**config.mk**
```make
export PLATFORM = sky130hd
export DESIGN_NAME = alu_iter
export DESIGN_NICKNAME = d
export VERILOG_FILES = /design/src/rtl/alu_iter_pkg.sv /design/src/rtl/alu_flags.sv /design/src/rtl/alu_iter.sv
export SDC_FILE = /design/constraint.sdc
export NUM_CORES = 1
export LEC_CHECK = 0
export BUFFER_PORTS_ARGS = -buffer_cell sky130_fd_sc_hd__buf_2
export CORE_MARGIN = 5
export CORE_UTILIZATION = 60
export DETAILED_ROUTE_END_ITERATION = 10
export GPL_TIMING_DRIVEN = 0
export HOLD_SLACK_MARGIN = 0.15
export PLACE_DENSITY_LB_ADDON = 0.15
export SKIP_LAST_GASP = 1
export SYNTH_ARGS = -nofsm -noshare
export SYNTH_HDL_FRONTEND = slang
export SYNTH_SLANG_ARGS = --single-unit
```
**constraint.sdc**
```tcl
create_clock -name clk -period 4.8 [get_ports clk]
set_input_delay 0.48 -clock clk [delete_from_list [all_inputs] [get_ports clk]]
set_output_delay 0.48 -clock clk [all_outputs]
set_load 0.03 [all_outputs]
```
**src/rtl/alu_iter_pkg.sv**
```systemverilog
// Shared types for the iterative ALU: opcodes, FSM states, decode helper.
// ALU_ITER_MUL_EN adds the MUL opcode and the MUL state.
package alu_iter_pkg;

  typedef enum logic [7:0] {
    OP_ADD  = 8'h00,
    OP_ADDC = 8'h01,
    OP_SUB  = 8'h02,
    OP_SUBC = 8'h03,
    OP_CMP  = 8'h04,
    OP_AND  = 8'h05,
    OP_OR   = 8'h06,
    OP_NEG  = 8'h07,
    OP_LSL  = 8'h08,
    OP_LSR  = 8'h09,
    OP_LSLC = 8'h0A,
    OP_LSRC = 8'h0B,
    OP_ASR  = 8'h0C,
`ifdef ALU_ITER_MUL_EN
    OP_MUL  = 8'h0D,
`endif
    OP_IMME = 8'h10,
    OP_BEQ  = 8'h11,
    OP_BNE  = 8'h12,
    OP_JMP  = 8'h13,
    OP_LW   = 8'h14,
    OP_SW   = 8'h15,
    OP_HALT = 8'hFF
  } op_code;

  typedef enum logic [1:0] {
    IDLE  = 2'd0,
    SHIFT = 2'd1,
`ifdef ALU_ITER_MUL_EN
    MUL   = 2'd2,
`endif
    DONE  = 2'd3
  } alu_state_t;

  function automatic logic is_shift(op_code op);
    return op inside {OP_LSL, OP_LSR, OP_LSLC,
                      OP_LSRC, OP_ASR};
  endfunction

endpackage

```
**src/rtl/alu_flags.sv**
```systemverilog
// Architectural C/N/Z register. A DONE update beats a
// same-cycle clear; a clear alone zeroes all three flags.
module alu_flags
(
  input  logic clk,
  input  logic reset,
  input  logic clr_i,
  input  logic upd_c_i,
  input  logic upd_nz_i,
  input  logic c_i,
  input  logic n_i,
  input  logic z_i,
  output logic c_o,
  output logic n_o,
  output logic z_o
);

  logic c_q, n_q, z_q;
  logic c_d, n_d, z_d;

  always_comb begin
    c_d = c_q;
    n_d = n_q;
    z_d = z_q;
    if (upd_c_i || upd_nz_i) begin
      if (upd_c_i) c_d = c_i;
      if (upd_nz_i) begin
        n_d = n_i;
        z_d = z_i;
      end
    end else if (clr_i) begin
      c_d = 1'b0;
      n_d = 1'b0;
      z_d = 1'b0;
    end
  end

  always_ff @(posedge clk or posedge reset) begin
    if (reset) begin
      c_q <= 1'b0;
      n_q <= 1'b0;
      z_q <= 1'b0;
    end else begin
      c_q <= c_d;
      n_q <= n_d;
      z_q <= z_d;
    end
  end

  assign c_o = c_q;
  assign n_o = n_q;
  assign z_o = z_q;

endmodule

```
**src/rtl/alu_iter.sv**
```systemverilog
// Sequential ALU with carry flags and bit-serial shifts.
// Optional serial multiplier under ALU_ITER_MUL_EN.
module alu_iter
  import alu_iter_pkg::*;
#(
  parameter int WIDTH = 8,
  parameter int SHW   = $clog2(WIDTH) + 1
)
(
  input  logic             clk,
  input  logic             reset,
  input  logic             start_i,
  input  op_code           op_i,
  input  logic [WIDTH-1:0] rs_i,
  input  logic [WIDTH-1:0] rt_i,
  input  logic             flag_clr_i,
  output logic             ready_o,
  output logic             done_o,
  output logic [WIDTH-1:0] result_o,
  output logic             res_we_o,
  output logic             carry_o,
  output logic             neg_o,
  output logic             zero_o
);

  alu_state_t       state_q, state_d;
  op_code           op_q, op_d;
  logic [WIDTH-1:0] acc_q, acc_d;
  logic [WIDTH-1:0] result_q, result_d;
  logic [SHW-1:0]   cnt_q, cnt_d;
  logic             cy_q, cy_d;
  logic             fill_q, fill_d;
  logic             upd_c_q, upd_c_d;
  logic             upd_nz_q, upd_nz_d;
  logic             we_q, we_d;
  logic             cin;
  logic [SHW-1:0]   amt;
  logic [WIDTH:0]   sum;
  logic [WIDTH:0]   diff;

`ifdef ALU_ITER_MUL_EN
  logic [2*WIDTH-1:0] mcand_q, mcand_d;
  logic [2*WIDTH-1:0] prod_q, prod_d;
  logic [WIDTH-1:0]   mplier_q, mplier_d;
`endif

  always_comb begin
    state_d  = state_q;
    op_d     = op_q;
    acc_d    = acc_q;
    cnt_d    = cnt_q;
    cy_d     = cy_q;
    fill_d   = fill_q;
    upd_c_d  = upd_c_q;
    upd_nz_d = upd_nz_q;
    we_d     = we_q;
`ifdef ALU_ITER_MUL_EN
    mcand_d  = mcand_q;
    prod_d   = prod_q;
    mplier_d = mplier_q;
`endif
    // a same-cycle clear must already be visible as carry-in
    cin  = flag_clr_i ? 1'b0 : carry_o;
    amt  = (rt_i >= WIDTH'(WIDTH)) ? SHW'(WIDTH)
                                   : SHW'(rt_i);
    sum  = {1'b0, rs_i} + {1'b0, rt_i}
         + {{WIDTH{1'b0}}, cin & (op_i == OP_ADDC)};
    diff = {1'b0, rs_i} - {1'b0, rt_i}
         - {{WIDTH{1'b0}}, cin & (op_i == OP_SUBC)};

    unique case (state_q)
      IDLE: begin
        if (start_i) begin
          op_d     = op_i;
          state_d  = DONE;
          upd_c_d  = 1'b0;
          upd_nz_d = 1'b1;
          we_d     = 1'b1;
          unique case (op_i)
            OP_ADD, OP_ADDC: begin
              {cy_d, acc_d} = sum;
              upd_c_d       = 1'b1;
            end
            OP_SUB, OP_SUBC, OP_CMP: begin
              {cy_d, acc_d} = diff;
              upd_c_d       = 1'b1;
              we_d          = (op_i != OP_CMP);
            end
            OP_AND: acc_d = rs_i & rt_i;
            OP_OR:  acc_d = rs_i | rt_i;
            OP_NEG: acc_d = ~rt_i;
`ifdef ALU_ITER_MUL_EN
            OP_MUL: begin
              mcand_d  = {{WIDTH{1'b0}}, rs_i};
              mplier_d = rt_i;
              prod_d   = '0;
              cnt_d    = SHW'(WIDTH);
              upd_c_d  = 1'b1;
              state_d  = MUL;
            end
`endif
            default: begin
              if (is_shift(op_i)) begin
                acc_d  = rs_i;
                cnt_d  = amt;
                fill_d = cin & (op_i inside {OP_LSLC, OP_LSRC});
                if (amt != '0) begin
                  upd_c_d = 1'b1;
                  state_d = SHIFT;
                end
              end else begin
                acc_d    = '0;
                upd_nz_d = 1'b0;
                we_d     = 1'b0;
              end
            end
          endcase
        end
      end
      SHIFT: begin
        cnt_d = cnt_q - 1'b1;
        if (op_q inside {OP_LSL, OP_LSLC}) begin
          cy_d  = acc_q[WIDTH-1];
          acc_d = {acc_q[WIDTH-2:0], fill_q};
        end else if (op_q == OP_ASR) begin
          cy_d  = acc_q[0];
          acc_d = {acc_q[WIDTH-1], acc_q[WIDTH-1:1]};
        end else begin
          cy_d  = acc_q[0];
          acc_d = {fill_q, acc_q[WIDTH-1:1]};
        end
        if (cnt_d == '0) state_d = DONE;
      end
`ifdef ALU_ITER_MUL_EN
      MUL: begin
        prod_d   = prod_q + (mplier_q[0] ? mcand_q : '0);
        mcand_d  = mcand_q << 1;
        mplier_d = mplier_q >> 1;
        cnt_d    = cnt_q - 1'b1;
        if (cnt_d == '0) begin
          acc_d   = prod_d[WIDTH-1:0];
          cy_d    = |prod_d[2*WIDTH-1:WIDTH];
          state_d = DONE;
        end
      end
`endif
      DONE:    state_d = IDLE;
      default: state_d = IDLE;
    endcase

    result_d = result_q;
    if (state_d == DONE && state_q != DONE)
      result_d = acc_d;
  end

  always_ff @(posedge clk or posedge reset) begin
    if (reset) begin
      state_q  <= IDLE;
      op_q     <= OP_ADD;
      acc_q    <= '0;
      result_q <= '0;
      cnt_q    <= '0;
      cy_q     <= 1'b0;
      fill_q   <= 1'b0;
      upd_c_q  <= 1'b0;
      upd_nz_q <= 1'b0;
      we_q     <= 1'b0;
    end else begin
      state_q  <= state_d;
      op_q     <= op_d;
      acc_q    <= acc_d;
      result_q <= result_d;
      cnt_q    <= cnt_d;
      cy_q     <= cy_d;
      fill_q   <= fill_d;
      upd_c_q  <= upd_c_d;
      upd_nz_q <= upd_nz_d;
      we_q     <= we_d;
    end
  end

`ifdef ALU_ITER_MUL_EN
  always_ff @(posedge clk or posedge reset) begin
    if (reset) begin
      mcand_q  <= '0;
      prod_q   <= '0;
      mplier_q <= '0;
    end else begin
      mcand_q  <= mcand_d;
      prod_q   <= prod_d;
      mplier_q <= mplier_d;
    end
  end
`endif

  assign ready_o  = (state_q == IDLE);
  assign done_o   = (state_q == DONE);
  assign res_we_o = done_o & we_q;
  assign result_o = result_q;

  alu_flags u_flags (
    .clk      (clk),
    .reset    (reset),
    .clr_i    (flag_clr_i),
    .upd_c_i  (done_o & upd_c_q),
    .upd_nz_i (done_o & upd_nz_q),
    .c_i      (cy_q),
    .n_i      (result_q[WIDTH-1]),
    .z_i      (result_q == '0),
    .c_o      (carry_o),
    .n_o      (neg_o),
    .z_o      (zero_o)
  );

endmodule

```
==> reports/qor.txt, run 1 <==
Pwr Density = 391.7 mW/mm^2
Slew Viols, Final = 0
N_diodes = 0
Routed via count = 3125
Highest clock rate = 0.2438 GHz
Final Setup Violations = 0
Drt initial violations = 338
Antenna Violating Nets Remaining = 0
Sequential share of power = 36.7%
Status = finished, final reports clean
Mapped Cells = 396
Flops & latches, synth = 38
GPL Wtd Cong = 0.8774
TritonCTS clock tree = done
Warning count from the yosys run = 0
Crit path required time = 4.97 ns
Commonest register cell after synthesis = dfrtp_1
Post-synth EDFFs = 0
Die height = 84.76 um
Clk pwr share = 15.9%
Clock Skew = 0.008497 ns
Critical Path Fanout Max = 4
Buf/Inv on CP = 1
Internal power = 828.3 uW
Setup Buffers After CTS = 0
Sequential area share after synthesis = 28.36%
Part of the cycle the worst path needs = 85.46%
Switching pwr = 636.5 uW
Layout area overhead = 11.53%
Die width = 84.76 um
Worst-path clk slew = 0.08 ns
Crit-path cells = buf_2 > nor4_1 > nand3_1 > nor2_1 > nand3_1 > fa_1 > fa_1 > o21a_1 > nor4_1 > o21ba_2 > o32ai_1 > o31ai_1 > a31oi_1
Crit path max-delay cell type = nor4_1
Initial Util = 61.27%
Pin count of the biggest net entering global routing = 39
H-tree depth = 2
Most common cell after layout, fill and taps aside = nand2_1
# rows = 27
IO Port Bufs = 41
Combinational fraction of design power = 47.4%
CTS max path bufs = 2
First-pass GRT wire length = 14.36 mm
Root buffer cell = clkbuf_8
Post-Syn Area per Cell = 8.468 um^2
TNS Setup = 0 ns
Total wire length = 8.658 mm
GRT Total Usage = 24.87%
Hold slack = 0.3146 ns
Die area = 0.007183 mm^2
RSZ-0062 raised after global routing = no
Syn Nets = 460
# placed instances = 509
Initial antenna violation count = 0
Number of max-cap violations = 0
Ports = 42
CTS Hold Bufs = 0
Post-place setup slack = 0.3670 ns
Detail Placement HPWL = 6.778 mm
Ratio of cells with drive above 1 in the final layout = 17.53%
Startpoint Class = input port
Worst skew pair latency = 0.30 ns
DRC viols = 0
Post-DR wirelength/cell = 16.75 um
Total power = 1465 uW
Pre-antenna DRT Iters = 5
Final worst slack = 0.6979 ns
CTS sink cnt = 38
Nets = 508
Crit end category = register
Via density = 6.044
Final Non-Filler Cells = 517
CP arrival = 4.27 ns
Sw frac = 43.45%
Crit-path max cell delay = 0.81 ns
Setup Crit Path Kind = input port to register
Commonest non-fill, non-tap cells in the layout = nand2_1 (49), buf_2 (43), dfrtp_1 (38), inv_1 (33), ha_1 (32)
Hold crit path type = input port to async pin
GR Overflow Total = 0
Slew @ Worst Pin = 0.9464 ns
Leak pwr = 0.001835 uW
Peak supply drop = 0.3090 mV
Slew margin rel. = 36.32%
Post_cts resized = 0
TritonCTS Buffers = 5
Distinct cell type count after synthesis = 69
Netlist Area Pre-Place = 0.003353 mm^2
Final hold vios = 0
Core region area = 0.005473 mm^2
Ys async rst share = 100.0%
Min Tclk post-route = 4.102 ns
Vias in the first global route = 2978
CP top delay family = simple AND/OR/NAND/NOR gates
synth_stat cells (3+ instances only):
cell / number / area, um^2
a21oi_1: 22 / 110.1
nor2b_1: 10 / 62.56
ha_1: 32 / 400.4
o21ai_0: 19 / 95.09
mux2i_1: 6 / 60.06
dfrtp_1: 38 / 950.9
a31oi_1: 4 / 25.02
nand2b_1: 8 / 50.05
mux2_1: 4 / 45.04
fa_1: 4 / 80.08
a221oi_1: 3 / 26.28
xor2_1: 4 / 35.03
a22oi_1: 3 / 22.52
a211oi_1: 8 / 60.06
clkbuf_1: 7 / 26.28
a21o_1: 9 / 67.56
o31ai_1: 8 / 60.06
nor3_1: 11 / 55.05
nand2_1: 49 / 183.9
nor4_1: 4 / 25.02
nor2_1: 31 / 116.4
inv_1: 34 / 127.6
xnor2_1: 7 / 61.31
o21a_1: 5 / 37.54
mux2_2: 5 / 56.30
nand3_1: 5 / 25.02
through the flow:
step | area, um^2 | utilization, %
after floorplan | 3353 | -
after detailed placement | 3649 | 66.67
after CTS | 3740 | 68.34
after global placement | 3649 | 66.67
after global routing | 3740 | 68.34
final | 3740 | 68.34
registers in the layout, indices dropped and copies added, names as in the netlist:
signal       count
u_flags.z_o      1
cnt_q            4
we_q             1
acc_q            8
state_q          2
u_flags.c_o      1
cy_q             1
result_o         8
upd_c_q          1
upd_nz_q         1
op_q             8
fill_q           1
u_flags.n_o      1
power groups by stage:
stage / sequential, uW / combinational (uW) / clock (uW)
6_report: 537 / 695 / 233
5_1_grt: 558 / 772 / 248
4_1_cts: 536 / 693 / 231
3_5_place_dp: 541 / 687 / 0
3_3_place_gp: 537 / 671 / 0
2_1_floorplan: 567 / 468 / 0
final cells by class:
cell class / instances / area [um^2]
Clock buffer: 7 / 86.33
Fill cell: 480 / 1733
Timing Repair Buffer: 41 / 205.2
Tap cell: 72 / 90.09
Multi-Input combinational cell: 310 / 2195
Clock inverter: 1 / 5.005
Inverter: 34 / 127.6
Sequential cell: 38 / 950.9
Buffer: 14 / 80.08
metal layers:
metal / vias up / wire length, um / global-route usage, %
met5: - / 0 / 0
met3: 20 / 626 / 4.416
met2: 129 / 3924 / 39.22
li1: 1507 / - / -
met4: 0 / 131 / 6.331
met1: 1469 / 3976 / 35.30
worst paths after layout:
kind / start / end / slack (ns) / cells past startpoint
worst max-delay path: op_i[4] / result_o[6] / 0.70 / 13
worst min-delay path: reset / u_flags.n_o / 0.31 / 2
worst max register to register: u_flags.c_o / result_o[6] / 1.59 / 11
worst min register to register: we_q / we_q / 0.47 / 1
max in group asynchronous: reset / op_q[5] / 3.97 / 2
min in group clk: op_i[7] / op_q[7] / 0.39 / 3
cells by family after synthesis:
family | share of synthesized area, %
AOI/OAI and AO/OA | 21.94
buffers and inverters | 6.194
muxes | 5.261
xor gates and xnor gates | 2.873
DFF | 28.36
adders and majority gates | 14.33
and+or+nand+nor | 21.04
Power figures use the tool's default switching activity.
==> run 2, diff against run 1 <==
CORE_MARGIN = 10   (was 5)
==> run 2 against run 1 <==
Net effect:
- combinational power is 1% higher
- setup slack worse by 0.16 ns
- sequential share of layout area is 0.34 points lower
- worst hold slack worse by 0.00061 ns
- register-to-register slack worse by 0.02 ns
- critical path depth stayed put
- critical endpoint unchanged
- highest routed layer unchanged
==> reports/qor.txt, run 2 (synthesis gave the netlist of run 1 again) <==
Status = finished, final reports clean
Total wire length = 9.100 mm
Via density = 5.934
GPL Wtd Cong = 0.9122
Min Tclk post-route = 4.258 ns
R2r setup slk = 1.57 ns
IO Port Bufs = 41
Core region area = 0.005473 mm^2
Antenna Violating Nets Remaining = 0
DRC viols = 0
Vias in the first global route = 2993
Initial Util = 61.27%
Commonest non-fill, non-tap cells in the layout = nand2_1 (49), buf_2 (43), dfrtp_1 (38), inv_1 (33), ha_1 (32)
Nets = 508
Crit-path max cell delay = 0.93 ns
CTS max path bufs = 2
CTS sink cnt = 38
Startpoint Class = input port
CTS Hold Bufs = 0
Setup Crit Path Kind = input port to register
Clock Skew = 0.007055 ns
Pin count of the biggest net entering global routing = 39
Hold crit path type = input port to async pin
Layout area overhead = 13.06%
CP arrival = 4.43 ns
Highest clock rate = 0.2349 GHz
Crit-path cells = buf_2 > nor4_1 > nand3_1 > nor2_1 > nand3_1 > fa_1 > fa_1 > o21a_1 > nor4_1 > o21ba_2 > o32ai_1 > o31ai_1 > a31oi_1
GRT Total Usage = 20.82%
RSZ-0062 raised after global routing = no
Most common cell after layout, fill and taps aside = nand2_1
# rows = 27
Final hold vios = 0
Filler cells = 469
Detail Placement HPWL = 7.140 mm
GR Overflow Total = 0
Crit end category = register
Pre-antenna DRT Iters = 5
Slew @ Worst Pin = 1.106 ns
Ratio of cells with drive above 1 in the final layout = 17.75%
Die height = 94.76 um
Post-DR wirelength/cell = 17.60 um
Part of the cycle the worst path needs = 88.70%
Die width = 94.76 um
GRT met3 Usage = 4.837%
H-tree depth = 2
TritonCTS clock tree = done
CP top delay family = simple AND/OR/NAND/NOR gates
Buf/Inv on CP = 1
Final Setup Violations = 0
TNS Setup = 0 ns
Setup Buffers After CTS = 0
Ports = 42
Hold slack = 0.3140 ns
Met1 GRT Util = 28.21%
Post_cts resized = 0
Routing usage on met2 = 32.15%
Worst skew pair latency = 0.30 ns
Initial antenna violation count = 0
Routed via count = 3068
Critical Path Fanout Max = 4
TritonCTS Buffers = 5
Drt initial violations = 277
Worst-path clk slew = 0.08 ns
Crit path required time = 4.98 ns
Leak pwr = 0.001858 uW
Number of max-cap violations = 0
Most Crowded Layer GR = met2
Pwr Density = 417.7 mW/mm^2
Slew margin rel. = 25.60%
Root buffer cell = clkbuf_8
N_diodes = 0
Die area = 0.008979 mm^2
Peak supply drop = 0.3189 mV
Slew Viols, Final = 0
First-pass GRT wire length = 14.74 mm
Crit path max-delay cell type = nor4_1
-- run 2: stage by stage --
step / power [uW] / setup slack (ns) / cells / instance area (um^2) / utilization (%)
final: 1584 / 0.5424 / 517 / 3791 / 69.27
after global placement: 1211 / 0.3725 / 509 / 3649 / 66.67
after floorplan: 1035 / 1.427 / 396 / 3353 / -
after global routing: 1695 / 0.4052 / 517 / 3791 / 69.27
after detailed placement: 1238 / 0.3155 / 509 / 3649 / 66.67
after CTS: 1585 / 0.6141 / 517 / 3791 / 69.27
-- run 2: layout make-up --
type / count / area, um^2 / share of cell area, %
Multi-Input combinational cell: 310 / 2195 / 57.89
Inverter: 34 / 127.6 / 3.366
Tap cell: 72 / 90.09 / 2.376
Buffer: 14 / 80.08 / 2.112
Timing Repair Buffer: 41 / 205.2 / 5.413
Clock buffer: 6 / 82.58 / 2.178
Clock inverter: 2 / 60.06 / 1.584
Sequential cell: 38 / 950.9 / 25.08
-- run 2: routing by layer --
layer,wire [um],part of all wire (%)
met1,4191,46
met4,149,1.6
met3,578,6.4
met2,4181,46
met5,0,0
-- run 2: where the power goes --
| part | internal [uW] | total (uW) | switching (uW) |
|---|---|---|---|
| combinational | 277 | 703 | 426 |
| clock | 222 | 343 | 122 |
| sequential | 435 | 538 | 102 |
-- run 2: path summary, 6_finish.rpt --
path | to | startpoint | depth (start not counted)
min in group clk | op_q[4] | op_i[4] | 3
worst min register to register | op_q[3] | op_q[3] | 2
worst min-delay path | u_flags.z_o | reset | 2
max in group asynchronous | op_q[6] | reset | 2
worst max register to register | result_o[6] | u_flags.c_o | 11
worst max-delay path | result_o[6] | op_i[4] | 13
==> run 3, diff against run 2 <==
PLACE_DENSITY_LB_ADDON = 0.1   (was 0.15)
==> run 3 against run 2 <==
Net effect:
- core utilization shrank 0.66 points
- clock power shrank 22%
- register-to-register slack is essentially flat
- flip-flop and latch count is the same
- critical path depth is the same
- final area shrank 0.96%
- total power shrank 5.3%
- non-clock buffer count is the same
- clock skew shrank 0.00081 ns
- global-route usage shrank 0.48 points
- sequential power is essentially flat
- largest cell class unchanged
- largest power group unchanged
==> reports/qor.txt, run 3 (synthesis gave the netlist of run 1 again) <==
CP arrival = 4.33 ns
Min Tclk post-route = 4.170 ns
Peak supply drop = 0.3442 mV
Leak pwr = 0.001839 uW
Final Setup Violations = 0
GRT met3 Usage = 3.648%
Die area = 0.008979 mm^2
Initial antenna violation count = 0
Via density = 6.002
N_diodes = 0
Total wire length = 8.892 mm
TritonCTS clock tree = done
Hold crit path type = input port to async pin
Met1 GRT Util = 27.71%
Layout area overhead = 11.98%
Drt initial violations = 272
Most Crowded Layer GR = met2
Register Area = 950.9 um^2
Slew margin rel. = 34.09%
GPL Wtd Cong = 0.8912
Launch point of the worst reg-to-reg path = u_flags.c_o
Post_cts resized = 0
Most common cell after layout, fill and taps aside = nand2_1
TritonCTS Buffers = 5
Post-DR wirelength/cell = 17.20 um
Initial Util = 61.27%
Routed via count = 3103
Routing usage on met2 = 32.32%
Ratio of cells with drive above 1 in the final layout = 17.30%
First-pass GRT wire length = 14.62 mm
Highest clock rate = 0.2398 GHz
H-tree depth = 2
Die width = 94.76 um
Total power = 1500 uW
CTS sink cnt = 38
Antenna Violating Nets Remaining = 0
IO Port Bufs = 41
Slew Viols, Final = 0
CTS Hold Bufs = 0
Pin count of the biggest net entering global routing = 39
Crit path required time = 4.96 ns
GR Overflow Total = 0
Worst-path clk slew = 0.08 ns
Setup Buffers After CTS = 0
Commonest non-fill, non-tap cells in the layout = nand2_1 (49), buf_2 (43), dfrtp_1 (38), inv_1 (33), ha_1 (32)
R2R depth = 11
Status = finished, final reports clean
Worst r2r dst = result_o[6]
Clock Skew = 0.006248 ns
Vias in the first global route = 2990
R2r setup slk = 1.56 ns
Startpoint Class = input port
Die height = 94.76 um
DRC viols = 0
# rows = 27
Detail Placement HPWL = 7.089 mm
TNS Setup = 0 ns
Nets = 508
Filler cells = 481
Critical Path Fanout Max = 4
Part of the cycle the worst path needs = 86.87%
Setup Crit Path Kind = input port to register
Core region area = 0.005473 mm^2
Number of max-cap violations = 0
CTS max path bufs = 2
Crit end category = register
GRT Total Usage = 20.34%
Ports = 42
Pre-antenna DRT Iters = 5
Pwr Density = 399.4 mW/mm^2
Worst Setup SP = op_i[4]
Final hold vios = 0
Root buffer cell = clkbuf_8
RSZ-0062 raised after global routing = no
Worst skew pair latency = 0.29 ns
Multi-input combinational cell area = 0.002195 mm^2
Slew @ Worst Pin = 0.9796 ns
## run 3: changes by cell type in the layout (fill, tap and decap cells not counted), sizes merged
cell,previous run,this run
bufinv,2,1
clkbuf,16,17
## run 3: worst max-delay path by stage
stage,to,cells after the start
after floorplan,result_o[6],12
after global placement,result_o[6],13
after detailed placement,result_o[6],13
after CTS,result_o[6],13
after global routing,result_o[6],13
final,result_o[6],13
## run 3: area by class of cell
cell class	count	area share [%]
buffer	14	2.133
clock inverter	1	0.7997
clock buffer	7	2.033
inverter	34	3.399
timing repair buffer	41	5.465
tap	72	2.399
sequential	38	25.32
multi-input combinational	310	58.45
## run 3: where the power goes
group / switching (uW) / leakage, uW / internal [uW] / total [uW]
clock network: 112 / 0.0000524 / 156 / 268
registers: 101 / 0.000492 / 435 / 537
logic: 420 / 0.00129 / 276 / 696
total: 633 / 0.00184 / 867 / 1500
## run 3: metrics by stage
step | instances | cell area, um^2 | worst slack [ns] | utilization (%) | hold slack [ns]
final | 517 | 3755 | 0.6303 | 68.61 | 0.3265
after global routing | 517 | 3755 | 0.3831 | 68.61 | 0.3995
after CTS | 517 | 3755 | 0.5811 | 68.61 | 0.3555
after detailed placement | 509 | 3649 | 0.2962 | 66.67 | 0.4594
after global placement | 509 | 3649 | 0.3787 | 66.67 | 0.4523
after floorplan | 396 | 3353 | 1.427 | - | 0.4378
## run 3: critical path, cell delays in order
cell     delay (ns)
buf_2          0.11
nor4_1         0.84
nand3_1        0.30
nor2_1         0.17
nand3_1        0.11
fa_1           0.45
fa_1           0.43
o21a_1         0.23
nor4_1         0.39
o21ba_2        0.22
o32ai_1        0.09
o31ai_1        0.37
a31oi_1        0.14
## run 3: per-layer routing
layer | vias up | wire length (um)
li1 | 1494 | -
met1 | 1475 | 4098
met2 | 115 | 4108
met3 | 19 | 552
met4 | 0 | 132
met5 | - | 0
